--- src/rtl/serial_adder.sv ---
// serial_adder: multi-cycle WIDTH-bit adder that processes BITS_PER_CYCLE bits per
// clock through a chain of full-adder cells, LSB first, with a registered inter-step
// carry. The result is presented behind a valid/ready handshake.
//
// Optional feature macro: SERIAL_ADDER_SUB_EN adds the 'sub' input (a - b).
//
// Ports:
//   clk        clock, rising edge
//   rst        asynchronous reset, active-high
//   in_valid   operands a/b/cin (and sub) valid
//   in_ready   block can accept operands (IDLE)
//   a, b       WIDTH-bit operands
//   cin        carry-in
//   sub        subtract request (only with SERIAL_ADDER_SUB_EN)
//   out_valid  result valid (DONE)
//   out_ready  consumer accepts result
//   sum        WIDTH-bit result
//   cout       carry out of bit WIDTH-1
//   ovf        signed overflow (carry into MSB xor carry out of MSB)
module serial_adder #(
  parameter int unsigned WIDTH          = 8,
  parameter int unsigned BITS_PER_CYCLE = 1
) (
  input  logic             clk,
  input  logic             rst,
  input  logic             in_valid,
  output logic             in_ready,
  input  logic [WIDTH-1:0] a,
  input  logic [WIDTH-1:0] b,
  input  logic             cin,
`ifdef SERIAL_ADDER_SUB_EN
  input  logic             sub,
`endif
  output logic             out_valid,
  input  logic             out_ready,
  output logic [WIDTH-1:0] sum,
  output logic             cout,
  output logic             ovf
);

  localparam int unsigned BPC    = (BITS_PER_CYCLE == 0) ? 1 : BITS_PER_CYCLE;
  localparam int unsigned STEPS  = WIDTH / BPC;
  localparam int unsigned STEP_W = (STEPS > 1) ? $clog2(STEPS) : 1;

  // Elaboration-time parameter sanity check
  if (WIDTH < 1 || BITS_PER_CYCLE < 1 || BITS_PER_CYCLE > WIDTH ||
      (WIDTH % BPC) != 0) begin : g_param_err
    $error("serial_adder: BITS_PER_CYCLE must be in 1..WIDTH and divide WIDTH");
  end

  typedef enum logic [1:0] {IDLE, RUN, DONE} state_t;

  state_t             state;
  state_t             next_state;
  logic               in_ready_d;
  logic               out_valid_d;
  logic [WIDTH-1:0]   a_sh;
  logic [WIDTH-1:0]   b_sh;
  logic               carry;
  logic [STEP_W-1:0]  step;
  logic [BPC-1:0]     chunk_sum;
  logic               chunk_cout;
  logic               carry_into_top;
  logic               accept;
  logic               last_step;

  assign accept    = in_valid && in_ready;
  assign last_step = (state == RUN) && (step == STEP_W'(STEPS - 1));

  // State register
  always_ff @(posedge clk or posedge rst) begin
    if (rst) state <= IDLE;
    else     state <= next_state;
  end

  // Next-state logic
  always_comb begin
    next_state = state;
    case (state)
      IDLE:    if (accept)    next_state = RUN;
      RUN:     if (last_step) next_state = DONE;
      DONE:    if (out_ready) next_state = IDLE;
      default: next_state = IDLE;
    endcase
  end

  // Handshake outputs decoded from the upcoming state, then registered
  always_comb begin
    in_ready_d  = 1'b0;
    out_valid_d = 1'b0;
    case (next_state)
      IDLE:    in_ready_d  = 1'b1;
      DONE:    out_valid_d = 1'b1;
      default: ;
    endcase
  end

  always_ff @(posedge clk or posedge rst) begin
    if (rst) begin
      in_ready  <= 1'b1;
      out_valid <= 1'b0;
    end else begin
      in_ready  <= in_ready_d;
      out_valid <= out_valid_d;
    end
  end

  // Ripple chain of BPC full-adder cells; also exposes the carry into the top cell
  // so that the final step can derive signed overflow.
  always_comb begin
    logic cy;
    chunk_sum      = '0;
    carry_into_top = 1'b0;
    cy             = carry;
    for (int i = 0; i < int'(BPC); i++) begin
      carry_into_top = cy;
      chunk_sum[i]   = a_sh[i] ^ b_sh[i] ^ cy;
      cy             = (a_sh[i] & b_sh[i]) | (cy & (a_sh[i] ^ b_sh[i]));
    end
    chunk_cout = cy;
  end

  // Operand shift registers, carry, step counter and result registers
  always_ff @(posedge clk or posedge rst) begin
    if (rst) begin
      a_sh  <= '0;
      b_sh  <= '0;
      carry <= 1'b0;
      step  <= '0;
      sum   <= '0;
      cout  <= 1'b0;
      ovf   <= 1'b0;
    end else if (accept) begin
      a_sh  <= a;
`ifdef SERIAL_ADDER_SUB_EN
      // Subtraction as a + ~b + 1
      b_sh  <= sub ? ~b : b;
      carry <= sub ? 1'b1 : cin;
`else
      b_sh  <= b;
      carry <= cin;
`endif
      step  <= '0;
      sum   <= '0;
    end else if (state == RUN) begin
      a_sh  <= a_sh >> BPC;
      b_sh  <= b_sh >> BPC;
      carry <= chunk_cout;
      step  <= step + STEP_W'(1);
      // New chunk enters at the MSB end; after STEPS shifts it lands LSB-aligned
      sum   <= (sum >> BPC) | (WIDTH'(chunk_sum) << (WIDTH - BPC));
      if (last_step) begin
        cout <= chunk_cout;
        ovf  <= chunk_cout ^ carry_into_top;
      end
    end
  end

endmodule

--- config.mk ---
export PLATFORM = sky130hd
export DESIGN_NAME = serial_adder
export DESIGN_NICKNAME = d
export VERILOG_FILES = /design/src/rtl/serial_adder.sv
export SDC_FILE = /design/constraint.sdc
export NUM_CORES = 1
export LEC_CHECK = 0
export BUFFER_PORTS_ARGS = -buffer_cell sky130_fd_sc_hd__clkbuf_2
export CAP_MARGIN = 25
export CORE_ASPECT_RATIO = 1.75
export CORE_MARGIN = 2
export CORE_UTILIZATION = 52
export CTS_CLUSTER_SIZE = 12
export DETAILED_ROUTE_END_ITERATION = 7
export MAX_ROUTING_LAYER = met4
export PLACE_DENSITY = 0.86
export SLEW_MARGIN = 20
export SYNTH_ARGS = -nofsm -noshare
export SYNTH_HDL_FRONTEND = slang
export SYNTH_SLANG_ARGS = --single-unit
--- constraint.sdc ---
create_clock -name clk -period 1.5 [get_ports clk]
set_clock_uncertainty 0.05 [all_clocks]
set_input_delay 0.075 -clock clk [delete_from_list [all_inputs] [get_ports clk]]
set_output_delay 0.075 -clock clk [all_outputs]
set_load 0.05 [all_outputs]
==> run summary, run 1 <==
The run finished with clean final reports. The worst endpoint required time is 1.62 ns. The leakage power of the design was 0.9580 nW.

The logs give 31 for the number of DRC markers after the initial detailed-route iteration and 236 for the non-filler instance count after layout. The number of nets in the synthesized netlist is 183. Startpoint of the most critical setup path: a_sh[0].

The logs give 0 for the antenna diode count and 0 for the Yosys warning count. In this run the tool buffered the top-level ports with 32 buffer cells. The hold violation count in the final report was 0. The floorplan step defined a core boundary enclosing 0.002721 sq mm. Of all nets on the critical path, the largest fanout is 3. The worst setup path is captured at a flop.

For this run, asynchronously set or reset flops after synthesis account for 100.0%. The synthesized design contains 0 enable-type register cells. The tools report the total via count in the routed design as 1253. The final routed wirelength across all metal layers came out at 3.163 mm.

The run gives 0 as the post-CTS setup repair buffer count. The number of different library cells used by synthesis comes to 23. The worst-case IR drop observed on VDD is 1.252 mV. No sink is reached through more buffers than the 2 on the longest clock path.

The normalized max-slew margin was 72.05%. The design draws 4.278 mW. Clock tree synthesis found a total of 34 sinks. CTS built an H-tree with a depth of 2.

The synthesized netlist occupies a cell area of 0.001494 sq mm. The floorplan has 25 rows. The root buffer cell chosen for the clock tree is sky130_fd_sc_hd__clkbuf_8.

Summing the sequential cell areas from Yosys gives 57.04% of the chip area. The power per standard cell area works out to 2202 mW/mm^2. The first detailed-routing pass ran for 4 iterations. The filler cells instantiated in the layout total 205. In this run the horizontal extent of the chip is 44.52 um.

The tools report the data arrival time of the worst path as 1.58 ns. The path class of the tightest hold or removal check is primary input to flop. The via count of the first global-routing pass was 1269; the global-route wire length before repair was 5.402 mm.

In the final layout, the multi-input gates occupy 580.6 sq um. The final number of setup-violating endpoints was 0; the die height was 74.91 um. From synthesis to final layout, the design area changed by 30.07%.

After synthesis, the most frequently instantiated cells are 51 x sky130_fd_sc_hd__nand2_1, 33 x sky130_fd_sc_hd__dfrtp_1, 19 x sky130_fd_sc_hd__nor2_1. The synthesized design spends more area on one cell type than any other, namely sky130_fd_sc_hd__dfrtp_1. The area taken by flip-flops and latches is 852.1 sq um, and the CTS clock-pin slew for the worst setup and hold paths is 0.06 ns. Averaged over all synthesized cells, the footprint is 9.396 sq um. After synthesis, the cell types taking the most area are sky130_fd_sc_hd__dfrtp_1 55%, sky130_fd_sc_hd__nand2_1 13%, sky130_fd_sc_hd__a31oi_1 6.3%.

The most used flip-flop cell after synthesis is sky130_fd_sc_hd__dfrtp_1. The detail route stage leaves a number of antenna-violating nets equal to 0. In the final timing run, aggregate negative setup slack is 0 ns. The final layout contains 232 nets. For the finished layout, the period the worst path requires is 1.456 ns.

The number of storage elements in the synthesis netlist is 34. The startpoint kind of the worst setup timing path was a flop. Across every metal layer, demand over resource in global routing totals 23.36%. Buffers inserted during clock tree synthesis total 5. Setup repair after global routing left no endpoint under its margin. Using the TritonRoute via totals, the vias-per-cell ratio works out to 5.309.

The tools report the starting density of the core as 54.90%. The highest attainable clock frequency was 686.8 MHz. Cells with a size suffix above 1 make up 25.36% of the layout. The worst hold path begins at b[0].

TritonCTS built the clock tree. By startpoint and endpoint, the worst setup path is classified as flop to flop. The number of placed instances, taps included, is 215. The pin count of the biggest net entering global routing is 35, and the number of antenna violations at the first check in global routing is 0. In the synthesized netlist, the number of instances is 159. Summed over all nets, the half-perimeter wirelength after detailed placement is 2.089 mm. The remaining design rule violation count is 0, and the final instance area is 0.001943 sq mm. The insertion delay of the later-clocked pin in the worst-skew pair was 0.29 ns; the reported max-cap violation count was 0. Launch instance of the worst register-to-register path: a_sh[0]. In the finished design, the share of the clock period the worst path needs comes to 97.07%.

At the end of routability-driven placement, the weighted congestion stood at 0.7605. The worst-margin pin slew was 0.4192 ns; the average detailed-routed wire length per instance was 13.40 um. The logs give 33 for the count of pins on the block boundary and 0 for the sum of overflow across all layers after global routing.

The cell area after placement was 0.001698 sq mm; the area share of the largest cell type after synthesis was 55.28%. The floorplan step defined a die boundary enclosing 0.003334 sq mm. Most numerous cell in the Yosys netlist: sky130_fd_sc_hd__nand2_1. Cells fill 71.40% of the core in the end. The final count of pins violating max slew was 0.
[sequential cells by signal (all words and copies together) (netlist names)]
name / flops
a_sh: 8
b_sh: 8
carry: 1
cout: 1
in_ready: 1
out_valid: 1
ovf: 1
state: 2
step: 3
sum: 8
[logic make-up after synthesis]
family	Yosys count	synth area share [%]
xor+xnor	2	1.173
simple gates	74	19.26
buf+inv	12	4.439
compound gates	31	12.81
fa+ha+maj	3	3.015
mux	3	2.261
flops	34	57.04
[stage by stage]
| stage | worst slack, ns | hold WS (ns) |
|---|---|---|
| 4_1_cts | 0.02790 | 0.0002298 |
| 6_report | 0.04392 | 0.005347 |
| 5_1_grt | 0.002827 | 0.002885 |
| 3_3_place_gp | 0.07694 | 0.1120 |
| 3_5_place_dp | 0.04460 | 0.1182 |
| 2_1_floorplan | 0.04009 | 0.1648 |
[where the power goes]
| group | total, mW | switching [mW] | leakage (nW) | internal, mW |
|---|---|---|---|---|
| combinational | 1.91 | 1.22 | 0.474 | 0.684 |
| clock | 0.782 | 0.319 | 0.0575 | 0.463 |
| sequential | 1.59 | 0.260 | 0.427 | 1.33 |
[cell type report]
type | count | share of cell area [%]
well taps | 27 | 1.739
repair buffers | 53 | 18.67
inverters | 1 | 0.1932
flip-flops and latches | 34 | 43.85
multi-input cells | 113 | 29.88
clock buffers | 8 | 5.666
[cells in the final DEF (no fill, tap or decap), types with 2 or more instances in the layout]
| master | count |
|---|---|
| sky130_fd_sc_hd__mux2_2 | 3 |
| sky130_fd_sc_hd__a22o_1 | 4 |
| sky130_fd_sc_hd__clkbuf_2 | 32 |
| sky130_fd_sc_hd__nor2_1 | 19 |
| sky130_fd_sc_hd__a21oi_1 | 10 |
| sky130_fd_sc_hd__dlygate4sd3_1 | 13 |
| sky130_fd_sc_hd__dfrtp_1 | 33 |
| sky130_fd_sc_hd__clkbuf_8 | 8 |
| sky130_fd_sc_hd__nand2_1 | 51 |
| sky130_fd_sc_hd__ha_1 | 2 |
| sky130_fd_sc_hd__buf_4 | 7 |
| sky130_fd_sc_hd__a31oi_1 | 15 |
[final timing paths]
kind | depth (start not counted) | to | slack, ns
hold reg to reg | 1 | b_sh[7] | 0.46
setup reg to reg | 3 | ovf | 0.04
max in group asynchronous | 4 | in_ready | 0.72
setup / recovery | 3 | ovf | 0.04
min in group asynchronous | 4 | b_sh[1] | 0.35
hold / removal | 3 | b_sh[0] | 0.005
[worst max-delay path: stages (launching register included)]
cell and delay (ns):
sky130_fd_sc_hd__dfrtp_1 0.40, sky130_fd_sc_hd__fa_1 0.47, sky130_fd_sc_hd__xor2_1 0.16, sky130_fd_sc_hd__mux2_2 0.26
[layer usage]
layer | vias up | wire length, um | track usage (%)
li1 | 622 | - | -
met1 | 598 | 1274 | 24.64
met2 | 27 | 1696 | 39.94
met3 | 6 | 124 | 5.516
met4 | 0 | 68 | 11.11
met5 | - | 0 | -
[timing repair]
action	CTS	global route
resized for setup	0	1
endpoints found under the setup margin	0	1
endpoints found under the hold margin	45	0
hold buffers	13	0
(Power assumes the default switching activity.)
==> inputs of run 2 (changes only) <==
--- a/config.mk
+++ b/config.mk
@@ -8,12 +8,13 @@
 export BUFFER_PORTS_ARGS = -buffer_cell sky130_fd_sc_hd__clkbuf_2
 export CAP_MARGIN = 25
 export CORE_ASPECT_RATIO = 1.75
-export CORE_MARGIN = 2
+export CORE_MARGIN = 4
 export CORE_UTILIZATION = 52
 export CTS_CLUSTER_SIZE = 12
 export DETAILED_ROUTE_END_ITERATION = 7
 export MAX_ROUTING_LAYER = met4
 export PLACE_DENSITY = 0.86
+export SETUP_SLACK_MARGIN = 0.4
 export SLEW_MARGIN = 20
 export SYNTH_ARGS = -nofsm -noshare
 export SYNTH_HDL_FRONTEND = slang
==> run summary, run 2 (synthesis gave the netlist of run 1 again) <==
The flow ran to the end, and the final reports show no timing, DRC or antenna violations. The run gives 4 as the number of optimization iterations in the first detailed-route pass. The fraction of layout instances using a drive strength above 1 came out at 38.18%. In this run the critical register-to-register path is launched from a_sh[0]. The average detailed-routed wire length per instance came out at 14.91 um. The worst register-to-register path ends at ovf. The power per standard cell area was 2195 mW/mm^2; the number of cells on the worst reg-to-reg path was 3. Tracing the worst setup path back leads to its startpoint at a_sh[0].

The run gives 0 as the hold violation count in the final report. Entering global routing, the biggest net connects 35 pins. The gate family responsible for the most delay along the worst path was flip-flops. Traced cell by cell, the critical path runs through fa_2 -> xor2_1 -> mux2_4. For this design the top-level I/O count stands at 33.

The tree is rooted in a sky130_fd_sc_hd__clkbuf_8. The final worst-path cycle share was 93.19%; the count of antenna-violating nets left after detailed routing was 0. For the via count of the first global-routing pass, the log shows 1325. In this run the tightest slew margin relative to its limit is 72.19%. Setup violations remaining at the end of the flow were counted as 0.

Data on the critical path arrives at its endpoint at 1.53 ns. For the worst setup path, the data required time is 1.63 ns. Along the worst path, the maximum fanout reaches 3.

Setup repair after global routing could not meet its margin everywhere. The delay of the slowest critical-path stage works out to 0.41 ns. The sum of negative setup slack was 0 ns. The first global-routing pass estimated 5.934 mm of wire. The number of clock buffers inserted by TritonCTS came out at 5. The critical path is of the flop to flop type. For this design, the sink count on the clock tree is 34. The die is 78.91 um tall. The worst setup path is captured at a flop. For the worst-skew pair, the clock arrives at the later sink with an insertion delay of 0.29 ns. In this run the worst setup path terminates at ovf.

Once the floorplan was initialized, standard cells occupied 54.90% of the core. From synthesis to final layout, the design area changed by 44.22%. After detailed routing, the number of remaining DRC violations is 0.

At the pin with the least slew margin, the transition time is 0.4171 ns. Summed over all nets, the half-perimeter wirelength after detailed placement is 2.260 mm. In the layout the commonest cells are 47 x sky130_fd_sc_hd__nand2_1, 32 x sky130_fd_sc_hd__dfrtp_1, 24 x sky130_fd_sc_hd__clkbuf_2. In the global route stage, overall resource usage came out at 20.39%. At the end of the flow, the number of nets in the layout was 243. The tools report the total via count in the routed design as 1360. Leaving out fill and tap cells, the most frequent cell in the layout is sky130_fd_sc_hd__nand2_1. The die covers 0.003828 sq mm. The number of antenna diodes in the final layout is 0. For the final count of pins violating max slew, the log shows 0. In this run the number of H-tree levels came out at 2. For this run the aggregate overflow at the end of global routing stands at 0.

The reg2reg setup slack is 0.10 ns. For the finished layout, the period the worst path requires is 1.398 ns. In this run the standard cell core region covers 0.002721 sq mm. In the post-route analysis, the smallest setup slack over all paths is 0.1022 ns. The run gives 2 as the number of buffers on the longest clock path. Worst ir drop on vdd: 1.404 mV. STA classifies the critical path startpoint as a flop.

The weighted congestion at the end of routability-driven global placement was 0.7444. The number of DRC markers after the initial detailed-route iteration came out at 44. TritonCTS built the clock tree. For this design, the slowest cell found on the critical path is sky130_fd_sc_hd__dfrtp_1.

The number of antenna violations at the first check in global routing was 0; the CTS clock-pin slew for the worst setup and hold paths was 0.07 ns. The run gives 0 as the reported max-cap violation count. The largest registers in the layout are a_sh (8), b_sh (8), sum (8). Buffers placed on the I/O ports in this run total 32. After detailed routing, the number of vias per cell comes to 5.506. OpenSTA, run right after detailed placement, puts the worst setup slack at 0.1081 ns.

The die is 48.52 um wide. The routed design has 3.682 mm of wire. Critical path depth: 3.

In this run the static leakage power is 1.039 nW. The number of buffers and inverters on the critical path is 0. The highest attainable clock frequency came out at 715.4 MHz. The number of placement rows is 25. The tightest min-delay check is of the primary input to flop type.
## run 2: worst min path at each step
stage | depth (start not counted) | slack [ns] | end | from
6_report | 3 | 0.01 | a_sh[1] | a[1]
5_1_grt | 3 | 0.02 | a_sh[1] | a[1]
4_1_cts | 3 | 0.003 | b_sh[1] | b[1]
3_5_place_dp | 3 | 0.12 | a_sh[0] | rst
3_3_place_gp | 3 | 0.11 | ovf | rst
2_1_floorplan | 1 | 0.16 | a_sh[7] | a[7]
## run 2: layout make-up
type                       instances  area (sq um)
sequential                        34         853.3
timing repair buffer              64         496.7
multi-input combinational        113         675.6
clock inverter                     1         5.005
clock buffer                       7         86.33
fill                             168         566.8
inverter                           1         3.754
tap                               27         33.78
## run 2: worst register-to-register path: stages (launching register included)
cell and delay [ns]:
sky130_fd_sc_hd__dfrtp_1 0.41, sky130_fd_sc_hd__fa_2 0.41, sky130_fd_sc_hd__xor2_1 0.15, sky130_fd_sc_hd__mux2_4 0.26
## run 2: report_power, final
group          leakage [nW]  internal (mW)  switching, mW
clock                0.0482          0.370          0.325
sequential            0.426           1.33          0.276
combinational         0.565           1.04           1.39
## run 2: what timing repair did
item,4_1_cts,5_1_grt
hold buffers,14,0
pin swaps,1,5
resized for setup,10,27
endpoints found under the setup margin,36,41
buffers inserted,4,5
endpoints found under the hold margin,46,0
## run 2: stage by stage
step	area, sq um	hold slack (ns)	power (mW)	util [%]	instances
6_report	2155	0.01189	4.730	79.17	247
4_1_cts	2034	0.002651	4.409	74.76	242
3_5_place_dp	1728	0.1213	3.536	63.49	216
3_3_place_gp	1728	0.1116	3.423	63.49	216
5_1_grt	2155	0.01885	5.062	79.17	247
2_1_floorplan	1560	0.1647	3.129	-	159
## run 2: layer usage
metal  wire (um)  share of wire (%)  up-vias  GRT usage (%)
li1            -                  -      648              -
met3         174                4.7       13          5.629
met4         146                4.0        0          10.78
met5           0                  0        -              -
met1        1333                 36      656          21.65
met2        2027                 55       43          34.03
==> inputs of run 3 (changes only) <==
--- a/config.mk
+++ b/config.mk
@@ -5,15 +5,16 @@
 export SDC_FILE = /design/constraint.sdc
 export NUM_CORES = 1
 export LEC_CHECK = 0
+export ABC_AREA = 1
 export BUFFER_PORTS_ARGS = -buffer_cell sky130_fd_sc_hd__clkbuf_2
 export CAP_MARGIN = 25
-export CORE_ASPECT_RATIO = 1.75
+export CORE_ASPECT_RATIO = 0.9
 export CORE_MARGIN = 4
-export CORE_UTILIZATION = 52
+export CORE_UTILIZATION = 53
 export CTS_CLUSTER_SIZE = 12
 export DETAILED_ROUTE_END_ITERATION = 7
 export MAX_ROUTING_LAYER = met4
-export PLACE_DENSITY = 0.86
+export PLACE_DENSITY = 0.87
 export SETUP_SLACK_MARGIN = 0.4
 export SLEW_MARGIN = 20
 export SYNTH_ARGS = -nofsm -noshare
==> run summary, run 3 <==
STA puts the critical path data arrival time at 1.66 ns. The later pin in the worst-skew pair is clocked with a latency of 0.35 ns. The run gives 4.792 mW as the total power consumption of the routed design. Dividing the detail-routed wire length by the instance count gives 14.68 um. The run gives 0 as the hold violation count in the final report. The die is 60.01 um tall. The final critical delay including setup and external delays is 1.425 ns, and the final number of setup-violating endpoints is 0.

The x dimension of the die is 65.79 um, and the H-tree depth is 2. After clock tree synthesis, the clock-pin slew on the worst setup and hold paths is 0.10 ns. By area the synthesized netlist is led by sky130_fd_sc_hd__dfrtp_1 52%, sky130_fd_sc_hd__nand2_1 27%, sky130_fd_sc_hd__nand3_1 5.0%.

Synthesis produced a netlist with a net count of 223. Power spread over the standard cell area amounts to 2083 mW/mm^2. Entering global routing, the biggest net connects 35 pins. The leakage power of the design is 1.270 nW, and the mean number of vias per cell is 5.261. The root buffer cell chosen for the clock tree is sky130_fd_sc_hd__clkbuf_4.

For the pin with the worst max-slew slack, the measured transition is 0.5168 ns. The mean post-synth cell area was 8.004 sq um; the final routed wirelength across all metal layers was 4.389 mm. Leaving out filler cells and counting taps, the final layout contains 299. The final count of pins violating max slew came out at 0.

TritonCTS built the clock tree. The number of antenna violations at the first check in global routing is 0, and the number of storage elements in the synthesis netlist is 34. Once detail routing completed, the nets flagged for antenna violations numbered 0. The worst-case IR drop observed on VDD is 0.9785 mV. Once layout is done, the placed cells without fillers occupy 0.002301 sq mm. The first routing iteration left 134 violations. The final critical path takes up 95.00% of the cycle.

The share of async-settable or async-resettable flops after synthesis is 100.0%. The most numerous cell in the Yosys netlist was sky130_fd_sc_hd__nand2_1. Summed over all failing endpoints, the final setup total negative slack is 0 ns. After detailed routing, the number of remaining DRC violations is 0. The library cell used most frequently in the layout, excluding fill and tap cells, is sky130_fd_sc_hd__nand2_1. The tools report the Yosys warning count as 0. The weighted congestion at the end of routability-driven global placement is 0.7940. For this design, the sink count on the clock tree is 34.

Data on the critical path is required at its endpoint by 1.74 ns. Counting instances in the post-synthesis netlist gives the leading cell types as 114 x sky130_fd_sc_hd__nand2_1, 33 x sky130_fd_sc_hd__dfrtp_1, 16 x sky130_fd_sc_hd__nand3_1. Counting tap cells, the placed design contains a total of 267 instances.

The area of the die is 0.003947 sq mm, and the antenna diode count is 0. The flow ran to the end, and the final reports show no timing, DRC or antenna violations. Number of optimization iterations in the first detailed-route pass: 4.

The clock passes through at most 2 buffers. The run gives 53.50% as the portion of the post-synthesis area used by sequential elements. In the global route stage, overall resource usage came out at 21.45%.

The total area inside the core boundary comes to 0.002815 sq mm. In the layout the commonest cells are 106 x sky130_fd_sc_hd__nand2_1, 33 x sky130_fd_sc_hd__dfrtp_1, 21 x sky130_fd_sc_hd__clkbuf_2. The area share of the largest cell type after synthesis works out to 51.85%.

The class of the most critical setup path was flop to flop. Counting flops with a built-in enable in the synthesized netlist gives 0. The worst hold path belongs to the class primary input to flop.

The worst setup path is launched from a flop. The placed wire-length estimate after detailed placement is 2.196 mm, and the global-route wire length before repair is 6.051 mm. The fraction of layout instances using a drive strength above 1 is 30.89%. The cell type contributing the most total cell area after synthesis was sky130_fd_sc_hd__dfrtp_1.

The synthesis-to-layout area growth was 44.46%; the via count of the first global-routing pass was 1343. Setup repair after global routing could not meet its margin everywhere. The run gives 18 as the number of placement rows. The largest registers in the layout are a_sh (8), b_sh (8), sum (8). The maximum fanout count along the critical path is 9, and the reported max-cap violation count is 0. The run gives 282 as the number of nets in the final layout. The run gives 5 as the number of clock buffers inserted by TritonCTS. The worst setup path is captured at a flop. The cell count after synthesis was 199.

The normalized max-slew margin is 65.54%, and the number of port buffers is 32. The total via count in the routed design was 1573; the starting density of the core was 56.58%. Derived from the worst setup path, the maximum achievable clock frequency is 701.7 MHz.

The synthesized netlist occupies a cell area of 0.001593 sq mm. Count of distinct cell types in the synthesized netlist: 20. The most used flip-flop cell after synthesis is sky130_fd_sc_hd__dfrtp_1. 33 I/O pins were placed. The cell area after placement was 0.001807 sq mm. Summed over all layers, the global routing overflow is 0.
==> run 3: changes by cell type after synthesis, moves of 3 or more <==
cell and change:
sky130_fd_sc_hd__a22o_1 -4, sky130_fd_sc_hd__inv_1 +4, sky130_fd_sc_hd__clkbuf_1 -5, sky130_fd_sc_hd__nand3_1 +15, sky130_fd_sc_hd__o21ai_0 +3, sky130_fd_sc_hd__nor2_1 -16
sky130_fd_sc_hd__mux2_2 -3, sky130_fd_sc_hd__inv_2 +4, sky130_fd_sc_hd__a31oi_1 -15, sky130_fd_sc_hd__nand2_1 +63, sky130_fd_sc_hd__a21oi_1 -10
==> run 3: layer usage <==
metal / wire length [um] / up-vias / track usage, %
li1: - / 740 / -
met1: 1718 / 750 / 26.03
met2: 2199 / 69 / 34.43
met3: 347 / 14 / 6.767
met4: 123 / 0 / 6.509
met5: 0 / - / -
==> run 3: cell families (layout without fill, tap and decap cells) <==
logic type / count (synthesis) / in the layout / share of synthesized area (%)
buffers and inverters: 17 / 75 / 5.812
AO/OA/AOI/OAI: 5 / 5 / 1.807
AND/OR/NAND/NOR: 138 / 140 / 34.88
flip-flops: 34 / 34 / 53.50
XOR/XNOR: 1 / 1 / 0.5500
multiplexers: 1 / 1 / 0.6285
adder cells (fa/ha/maj): 3 / 3 / 2.828
==> run 3: final timing paths <==
kind                          start  endpoint  slack, ns  cells past startpoint
setup / recovery           in_ready   b_sh[0]       0.07                      6
hold / removal                 a[5]   a_sh[5]      0.001                      5
setup reg to reg           in_ready   b_sh[0]       0.07                      6
hold reg to reg             a_sh[5]   a_sh[5]       0.43                      2
max in group asynchronous       rst  in_ready       0.77                      4
min in group asynchronous       rst       ovf       0.31                      4
==> run 3: area by class of cell <==
class	instances	area (sq um)
Sequential cell	34	855.8
Multi-Input combinational cell	150	780.7
Fill cell	163	514.2
Timing Repair Buffer	57	510.5
Inverter	10	55.05
Tap cell	40	50.05
Clock buffer	8	48.80
==> run 3: per-stage QoR <==
stage,worst slack (ns),util (%),hold slack (ns)
finish,0.07493,81.73,0.0009641
floorplan,0.1543,-,0.1323
detailed placement,0.1317,64.18,0.1274
CTS,0.1108,76.49,0.001244
global route,0.007669,81.73,0.003983
global placement,0.1667,64.18,0.1167
==> run 3: worst max-delay path, cell delays in order, from the launching register on <==
cell                        delay (ns)
sky130_fd_sc_hd__dfstp_4          0.65
sky130_fd_sc_hd__buf_12           0.12
sky130_fd_sc_hd__nand2_8          0.09
sky130_fd_sc_hd__nand2_8          0.16
sky130_fd_sc_hd__clkbuf_16        0.16
sky130_fd_sc_hd__nand2_1          0.06
sky130_fd_sc_hd__nand2_1          0.06
==> run 3: power breakdown <==
group | internal [mW] | switching, mW | leakage, nW
registers | 1.28 | 0.265 | 0.443
clock network | 0.187 | 0.297 | 0.0265
logic | 1.14 | 1.63 | 0.800
total | 2.61 | 2.19 | 1.27
==> run 3: what timing repair did <==
item,in CTS,in global routing
hold endpoints to repair,41,0
cloned,3,1
buffers inserted,5,7
gates resized for setup,27,27
endpoints found under the setup margin,45,45
hold buffers,8,0
pin swaps,6,6
